--- src/rtl/wb_sd_pkg.sv ---
// Shared constants, state and access-type definitions for the SD host Wishbone slave.
package wb_sd_pkg;

  localparam int unsigned ADR_CMD_EXEC  = 16;
  localparam int unsigned ADR_FIFO_WR   = 17;
  localparam int unsigned ADR_FIFO_RD   = 18;
  localparam int unsigned ADR_DATA_EXEC = 19;
  localparam int unsigned NUM_REGS      = 16;

  localparam int unsigned ADR_W  = 5;
  localparam int unsigned DATA_W = 128;
  localparam int unsigned REG_W  = 32;

  typedef enum logic [2:0] {
    StIdle,
    StResp,
    StHold,
    StWaitCmd,
    StWaitData
  } state_e;

  typedef enum logic [2:0] {
    AccReg,
    AccCmd,
    AccFifoWr,
    AccFifoRd,
    AccData,
    AccIllegal
  } access_e;

  function automatic access_e decode_adr(input logic [ADR_W-1:0] adr);
    access_e acc;
    if (32'(adr) < NUM_REGS)               acc = AccReg;
    else if (32'(adr) == ADR_CMD_EXEC)     acc = AccCmd;
    else if (32'(adr) == ADR_FIFO_WR)      acc = AccFifoWr;
    else if (32'(adr) == ADR_FIFO_RD)      acc = AccFifoRd;
    else if (32'(adr) == ADR_DATA_EXEC)    acc = AccData;
    else                                   acc = AccIllegal;
    return acc;
  endfunction

endpackage

--- src/rtl/wishbone_slave_if.sv ---
// Single-master Wishbone bus between the host and the SD controller slave.
interface wishbone_slave_if;
  import wb_sd_pkg::*;

  logic              strobe;
  logic              we;
  logic [ADR_W-1:0]  adr;
  logic [DATA_W-1:0] wdata;
  logic [DATA_W-1:0] rdata;
  logic              ack;
  logic              error;

  modport master (
    output strobe, we, adr, wdata,
    input  rdata, ack, error
  );

  modport slave (
    input  strobe, we, adr, wdata,
    output rdata, ack, error
  );

endinterface

--- src/rtl/sync_fifo.sv ---
// Single-clock FIFO; push on full is accepted only alongside a pop, pop on empty is ignored.
module sync_fifo #(
  parameter int unsigned WIDTH = 128,
  parameter int unsigned DEPTH = 8
) (
  input  logic             clk,
  input  logic             rst_n,
  input  logic             push,
  input  logic             pop,
  input  logic [WIDTH-1:0] wdata,
  output logic [WIDTH-1:0] head,
  output logic             full,
  output logic             empty
);

  localparam int unsigned PtrW = (DEPTH > 1) ? $clog2(DEPTH) : 1;
  localparam int unsigned CntW = $clog2(DEPTH + 1);

  logic [WIDTH-1:0] mem_q [DEPTH];
  logic [PtrW-1:0]  rd_ptr_q, wr_ptr_q;
  logic [CntW-1:0]  count_q;
  logic             do_push, do_pop;

  assign empty   = (count_q == '0);
  assign full    = (count_q == CntW'(DEPTH));
  assign do_pop  = pop && !empty;
  assign do_push = push && (!full || do_pop);
  assign head    = empty ? '0 : mem_q[rd_ptr_q];

  always_ff @(posedge clk) begin
    if (!rst_n) begin
      rd_ptr_q <= '0;
      wr_ptr_q <= '0;
      count_q  <= '0;
    end else begin
      if (do_push) wr_ptr_q <= wr_ptr_q + PtrW'(1);
      if (do_pop)  rd_ptr_q <= rd_ptr_q + PtrW'(1);
      count_q <= count_q + CntW'(do_push) - CntW'(do_pop);
    end
  end

  // Storage needs no reset: head is masked to zero while empty.
  always_ff @(posedge clk) begin
    if (do_push) mem_q[wr_ptr_q] <= wdata;
  end

endmodule

--- src/rtl/wishbone_slave.sv ---
// Wishbone slave for the SD host: config registers, execute ports with timeout, TX/RX FIFOs.
module wishbone_slave
  import wb_sd_pkg::*;
#(
  parameter int unsigned FIFO_DEPTH   = 8,
  parameter int unsigned EXEC_TIMEOUT = 1024
) (
  input  logic                      wb_clock,
  input  logic                      reset,
  wishbone_slave_if.slave           bus,
  output logic [NUM_REGS*REG_W-1:0] cfg_o,
  output logic                      cmd_start_o,
  input  logic                      cmd_done_i,
  output logic                      data_start_o,
  input  logic                      data_done_i,
  output logic [DATA_W-1:0]         tx_data_o,
  input  logic                      tx_pop_i,
  output logic                      tx_empty_o,
  input  logic [DATA_W-1:0]         host_data_i,
  input  logic                      host_data_valid_i,
  output logic                      rx_full_o,
  output logic                      rx_overflow_o
);

  localparam int unsigned CntW = $clog2(EXEC_TIMEOUT + 1);

  state_e            state_q;
  logic [REG_W-1:0]  regs_q [NUM_REGS];
  logic              ack_q, err_q, cmd_start_q, data_start_q, rx_ovf_q;
  logic [DATA_W-1:0] rdata_q;
  logic [CntW-1:0]   cnt_q;

  access_e           acc;
  logic              idle_req, tx_bus_push, rx_bus_pop, rx_ovf_set;
  logic              tx_full, rx_empty;
  logic [DATA_W-1:0] rx_head;
  logic              exec_done, first_wait;

  always_comb begin
    acc         = decode_adr(bus.adr);
    idle_req    = (state_q == StIdle) && bus.strobe;
    // A bus push into a full TX FIFO succeeds when the SD side pops in the same cycle.
    tx_bus_push = idle_req && bus.we && (acc == AccFifoWr) && (!tx_full || tx_pop_i);
    rx_bus_pop  = idle_req && !bus.we && (acc == AccFifoRd) && !rx_empty;
    rx_ovf_set  = host_data_valid_i && rx_full_o && !rx_bus_pop;
    exec_done   = (state_q == StWaitCmd) ? cmd_done_i : data_done_i;
    // Done is ignored while the start pulse is still out.
    first_wait  = cmd_start_q || data_start_q;
  end

  sync_fifo #(
    .WIDTH (DATA_W),
    .DEPTH (FIFO_DEPTH)
  ) u_tx_fifo (
    .clk   (wb_clock),
    .rst_n (reset),
    .push  (tx_bus_push),
    .pop   (tx_pop_i),
    .wdata (bus.wdata),
    .head  (tx_data_o),
    .full  (tx_full),
    .empty (tx_empty_o)
  );

  sync_fifo #(
    .WIDTH (DATA_W),
    .DEPTH (FIFO_DEPTH)
  ) u_rx_fifo (
    .clk   (wb_clock),
    .rst_n (reset),
    .push  (host_data_valid_i),
    .pop   (rx_bus_pop),
    .wdata (host_data_i),
    .head  (rx_head),
    .full  (rx_full_o),
    .empty (rx_empty)
  );

  always_ff @(posedge wb_clock) begin
    if (!reset) begin
      state_q      <= StIdle;
      ack_q        <= 1'b0;
      err_q        <= 1'b0;
      cmd_start_q  <= 1'b0;
      data_start_q <= 1'b0;
      rx_ovf_q     <= 1'b0;
      rdata_q      <= '0;
      cnt_q        <= '0;
      for (int k = 0; k < NUM_REGS; k++) regs_q[k] <= '0;
    end else begin
      ack_q        <= 1'b0;
      err_q        <= 1'b0;
      cmd_start_q  <= 1'b0;
      data_start_q <= 1'b0;
      if (rx_ovf_set) rx_ovf_q <= 1'b1;

      unique case (state_q)
        StIdle: begin
          if (bus.strobe) begin
            state_q <= StResp;
            rdata_q <= '0;
            unique case (acc)
              AccReg: begin
                ack_q <= 1'b1;
                if (bus.we) regs_q[bus.adr[3:0]] <= bus.wdata[REG_W-1:0];
                else        rdata_q <= {{(DATA_W-REG_W){1'b0}}, regs_q[bus.adr[3:0]]};
              end
              AccCmd: begin
                if (bus.we) begin
                  state_q     <= StWaitCmd;
                  cmd_start_q <= 1'b1;
                  cnt_q       <= '0;
                end else begin
                  err_q <= 1'b1;
                end
              end
              AccData: begin
                if (bus.we) begin
                  state_q      <= StWaitData;
                  data_start_q <= 1'b1;
                  cnt_q        <= '0;
                end else begin
                  err_q <= 1'b1;
                end
              end
              AccFifoWr: begin
                if (tx_bus_push) ack_q <= 1'b1;
                else             err_q <= 1'b1;
              end
              AccFifoRd: begin
                if (rx_bus_pop) begin
                  ack_q   <= 1'b1;
                  rdata_q <= rx_head;
                end else begin
                  err_q <= 1'b1;
                end
              end
              default: err_q <= 1'b1;
            endcase
          end
        end
        StWaitCmd, StWaitData: begin
          cnt_q <= cnt_q + CntW'(1);
          if (!first_wait && exec_done) begin
            ack_q   <= 1'b1;
            state_q <= StResp;
          end else if (cnt_q == CntW'(EXEC_TIMEOUT - 1)) begin
            err_q   <= 1'b1;
            state_q <= StResp;
          end
        end
        StResp: begin
          rdata_q <= '0;
          state_q <= StHold;
        end
        StHold: begin
          if (!bus.strobe) state_q <= StIdle;
        end
        default: state_q <= StIdle;
      endcase
    end
  end

  for (genvar k = 0; k < NUM_REGS; k++) begin : g_cfg
    assign cfg_o[REG_W*k +: REG_W] = regs_q[k];
  end

  assign bus.ack       = ack_q;
  assign bus.error     = err_q;
  assign bus.rdata     = rdata_q;
  assign cmd_start_o   = cmd_start_q;
  assign data_start_o  = data_start_q;
  assign rx_overflow_o = rx_ovf_q;

endmodule

--- src/flat_wrapper.sv ---
// flat-port wrapper written by rule: the top's interface ports become plain ports
module wishbone_slave_flat import wb_sd_pkg::*;
#(
  parameter int unsigned FIFO_DEPTH   = 8,
  parameter int unsigned EXEC_TIMEOUT = 1024
)
  (wb_clock, reset, cfg_o, cmd_start_o, cmd_done_i, data_start_o, data_done_i, tx_data_o, tx_pop_i, tx_empty_o, host_data_i, host_data_valid_i, rx_full_o, rx_overflow_o, bus_strobe, bus_we, bus_adr, bus_wdata, bus_rdata, bus_ack, bus_error);
  wishbone_slave_if bus_i ();
  input  logic wb_clock;
  input  logic reset;
  output logic [NUM_REGS*REG_W-1:0] cfg_o;
  output logic cmd_start_o;
  input  logic cmd_done_i;
  output logic data_start_o;
  input  logic data_done_i;
  output logic [DATA_W-1:0] tx_data_o;
  input  logic tx_pop_i;
  output logic tx_empty_o;
  input  logic [DATA_W-1:0] host_data_i;
  input  logic host_data_valid_i;
  output logic rx_full_o;
  output logic rx_overflow_o;
  input wire logic [$bits(bus_i.strobe)-1:0] bus_strobe;
  input wire logic [$bits(bus_i.we)-1:0] bus_we;
  input wire logic [$bits(bus_i.adr)-1:0] bus_adr;
  input wire logic [$bits(bus_i.wdata)-1:0] bus_wdata;
  output wire logic [$bits(bus_i.rdata)-1:0] bus_rdata;
  output wire logic [$bits(bus_i.ack)-1:0] bus_ack;
  output wire logic [$bits(bus_i.error)-1:0] bus_error;
  assign bus_i.strobe = bus_strobe;
  assign bus_i.we = bus_we;
  assign bus_i.adr = bus_adr;
  assign bus_i.wdata = bus_wdata;
  assign bus_rdata = bus_i.rdata;
  assign bus_ack = bus_i.ack;
  assign bus_error = bus_i.error;
  wishbone_slave #(.FIFO_DEPTH(FIFO_DEPTH), .EXEC_TIMEOUT(EXEC_TIMEOUT)) u_core (.wb_clock(wb_clock), .reset(reset), .bus(bus_i), .cfg_o(cfg_o), .cmd_start_o(cmd_start_o), .cmd_done_i(cmd_done_i), .data_start_o(data_start_o), .data_done_i(data_done_i), .tx_data_o(tx_data_o), .tx_pop_i(tx_pop_i), .tx_empty_o(tx_empty_o), .host_data_i(host_data_i), .host_data_valid_i(host_data_valid_i), .rx_full_o(rx_full_o), .rx_overflow_o(rx_overflow_o));
endmodule
--- config.mk ---
export PLATFORM = sky130hd
export DESIGN_NAME = wishbone_slave_flat
export DESIGN_NICKNAME = d
export VERILOG_FILES = /design/src/rtl/wb_sd_pkg.sv /design/src/rtl/wishbone_slave_if.sv /design/src/rtl/sync_fifo.sv /design/src/rtl/wishbone_slave.sv /design/src/flat_wrapper.sv
export SDC_FILE = /design/constraint.sdc
export NUM_CORES = 2
export LEC_CHECK = 0
export CORE_ASPECT_RATIO = 1.4
export CORE_MARGIN = 2
export CORE_UTILIZATION = 45
export DETAILED_ROUTE_END_ITERATION = 16
export GPL_ROUTABILITY_DRIVEN = 0
export PLACE_DENSITY = 0.75
export REMOVE_ABC_BUFFERS = 1
export SLEW_MARGIN = 20
export SYNTH_ARGS = -nofsm -noshare
export SYNTH_HDL_FRONTEND = slang
export SYNTH_SLANG_ARGS = --single-unit
--- constraint.sdc ---
create_clock -name wb_clock -period 25 [get_ports wb_clock]
set_input_delay 2.5 -clock wb_clock [delete_from_list [all_inputs] [get_ports wb_clock]]
set_output_delay 2.5 -clock wb_clock [all_outputs]
set_load 0.005 [all_outputs]
==> summary.md <==
| Metric | Value |
|---|---|
| DR pass1 iterations | 6 |
| Vias in the first global route | 59,300 |
| WL/cell | 34.0 um |
| FF+latch count, synth | 2,733 |
| Mapped Area | 107,000 um2 |
| Cells after DPL | 9,422 |
| Startpoint Class | register |
| Async SR Flop Fraction | 0 |
| Core ar. | 238,000 um2 |
| Total routed wirelength | 339,000 um |
| Syn Area/Cell | 19.4 um2 |
| Status | finished, final reports clean |
| Pin count of the biggest net entering global routing | 152 |
| Util after Layout | 0.547 |
| Post-synth EDFFs | 2,560 |
| Clk buf depth | 4 |
| Clock-pin slew on the worst setup and hold paths | 0.06 ns |
| FMAX | 0.133 GHz |
| Setup TNS Final | 0 ns |
| Boundary Pins | 1,044 |
| CTS buffer count | 268 |
| Total gr overflow | 0 |
| Finish-stage setup viols | 0 |
| Post-DRT Antenna Nets | 0 |
| Unrepaired setup endpoints after global routing | no |
| Setup CP Type | register to output port |
| Final Max Slew Viols | 0 |
| Gr usage total | 0.274 |
| Leakage | 0.0414 uW |
| Die ar. | 242,000 um2 |
| Vias post-DR | 59,600 |
| Chip height | 582 um |
| Crit end category | output port |
| Hold Buf Count CTS | 0 |
| Non-Filler Instances | 9,967 |
| Rows | 212 |
| Commonest register cell after synthesis | edfxtp_1 |
| Worst-Margin Slew | 1.31 ns |
| Total Power | 10,900 uW |
| Final period util | 0.300 |
| Clock latency at the later pin of the worst-skew pair | 0.86 ns |
| # nets final | 6,878 |
| Pwr dens | 83.8 nW/um2 |
| H-tree depth reported by CTS | 5 |
| Hold crit path type | register to register |
| Synth Instances | 5,516 |
| Synth unique cells | 59 |
| Worst Path Required | 22.50 ns |
| Crit path max fanout | 105 |
| Ratio of cells with drive above 1 in the final layout | 0.174 |
| Iter 0 DRT Violations | 7,550 |
| IO buf count | 1,043 |
| Post-route DRC violation count | 0 |
| Synth Warn # | 0 |
| Arr. time, crit path | 5.01 ns |
| CTS sink cnt | 2,733 |
| CTS tree | done |
| Global-route wire length before repair | 464,000 um |
| # Post-CTS Setup Buffers | 0 |
| HPWL Detailed | 221,000 um |
| Layout Skew | 0.0681 ns |
| Root Buffer | clkbuf_16 |
| Worst vdd ir | 71.9 uV |
| Seq/Total Area, Yosys | 0.749 |
| Initial antenna violation count | 95 |
| Min Tclk post-route | 7.51 ns |
| Post-CTS resize count | 0 |
| Initial Util | 0.451 |
| Slew Limit Headroom | 0.127 |
| Die W | 417 um |
| Area growth syn-to-layout | 21.3% |
| Max-cap violations | 0 |
| Vias per cell | 5.98 |
| Hold Vio Cnt, Final | 0 |
-- Yosys cell counts (29+ instances only) --
cell type	count	area share
edfxtp_1	2560	0.72
mux4_2	576	0.12
and2_1	516	0.030
nor2_1	397	0.014
mux2i_1	385	0.036
dfxtp_1	173	0.032
a21oi_1	171	0.0080
clkbuf_1	166	0.0058
buf_2	103	0.0048
a22oi_1	66	0.0046
a211oi_1	39	0.0027
a31oi_1	34	0.0020
a22o_1	32	0.0026
buf_4	29	0.0020
-- per-stage QoR --
stage,hold slack [ns],worst slack (ns),area [um2]
floorplan,0.454,8.74,105000
global placement,0.465,17.19,121000
detailed placement,0.473,17.03,121000
CTS,0.483,17.31,130000
global route,0.508,17.14,130000
finish,0.477,17.49,130000
-- path summary, 6_finish.rpt --
path / slack, ns / end / depth (start not counted) / startpoint
setup / recovery: 17.49 / tx_data_o[11] / 6 / register
hold / removal: 0.48 / u_core.rx_overflow_o / 2 / u_core.rx_overflow_o
setup reg to reg: 19.99 / u_core.u_tx_fifo.mem_q[5][18] / 6 / u_core.state_q[0]
hold reg to reg: 0.48 / u_core.rx_overflow_o / 2 / u_core.rx_overflow_o
-- layout by cell type, fill, tap and decap left out, drive strengths merged, types with 3 or more instances in the layout --
cell,synthesis,routed
diode,0,61
nor4,4,4
nor3b,4,4
xor2,6,6
a22o,32,32
or3,3,3
nor2b,5,5
o211ai,5,5
a21oi,171,171
xnor2,15,15
clkinv,0,97
clkdlybuf4s50,0,1028
nand4,4,4
buf,172,137
nand3,16,16
nand2,24,24
a31oi,34,34
ha,16,16
nand2b,8,8
mux2i,385,385
a22oi,66,66
bufinv,0,22
clkinvlp,0,13
nor4b,3,3
and2,516,516
and3,3,3
clkbuf,188,328
inv,19,41
o21ai,22,22
mux4,576,576
dfxtp,173,173
nor2,412,412
edfxtp,2560,2560
nor3,12,12
and4,3,3
a211oi,39,39
-- power by group --
part | switching, uW | leakage [uW] | internal, uW
clock | 1740 | 0.00421 | 2280
sequential | 81.7 | 0.0252 | 5140
combinational | 888 | 0.0120 | 768
-- final cells by class --
| class | instances | area (um2) |
|---|---|---|
| timing repair buffer | 1165 | 11500 |
| inverter | 19 | 76.3 |
| tap | 3103 | 3880 |
| clock inverter | 154 | 1510 |
| fill | 17900 | 108000 |
| antenna | 61 | 153 |
| multi-input combinational | 2404 | 25500 |
| sequential | 2733 | 80400 |
| clock buffer | 328 | 7130 |
-- worst max-delay path: stages (launching register included) --
cell and delay [ns]:
dfxtp_4 0.84, buf_4 0.74, buf_12 0.66, mux4_2 0.61, mux2i_1 0.49, nor2_1 0.13
clkdlybuf4s50_1 0.49
-- kinds of logic after synthesis --
kind of cell	share of synthesized area
AO/OA/AOI/OAI	0.0221
XOR/XNOR	0.00172
adder cells (fa/ha/maj)	0.00224
buffers and inverters	0.0167
flip-flops	0.749
multiplexers	0.157
AND/OR/NAND/NOR	0.0510
-- state kept, by name, indices dropped and copies added (netlist names), 4 cells and up, named ones only --
signal,flops
u_core.regs_q,512
u_core.bus.rdata,128
u_core.u_tx_fifo.mem_q,1024
u_core.u_tx_fifo.count_q,4
u_core.u_rx_fifo.mem_q,1024
u_core.u_rx_fifo.count_q,4
u_core.cnt_q,11
-- metal layers --
metal	up-vias	GRT usage	part of all wire
met5	-	0	0.00089
met4	48	0.133	0.050
met3	701	0.0921	0.12
met2	3682	0.433	0.48
met1	31000	0.340	0.35
li1	24100	-	-
(Power assumes the default switching activity.)
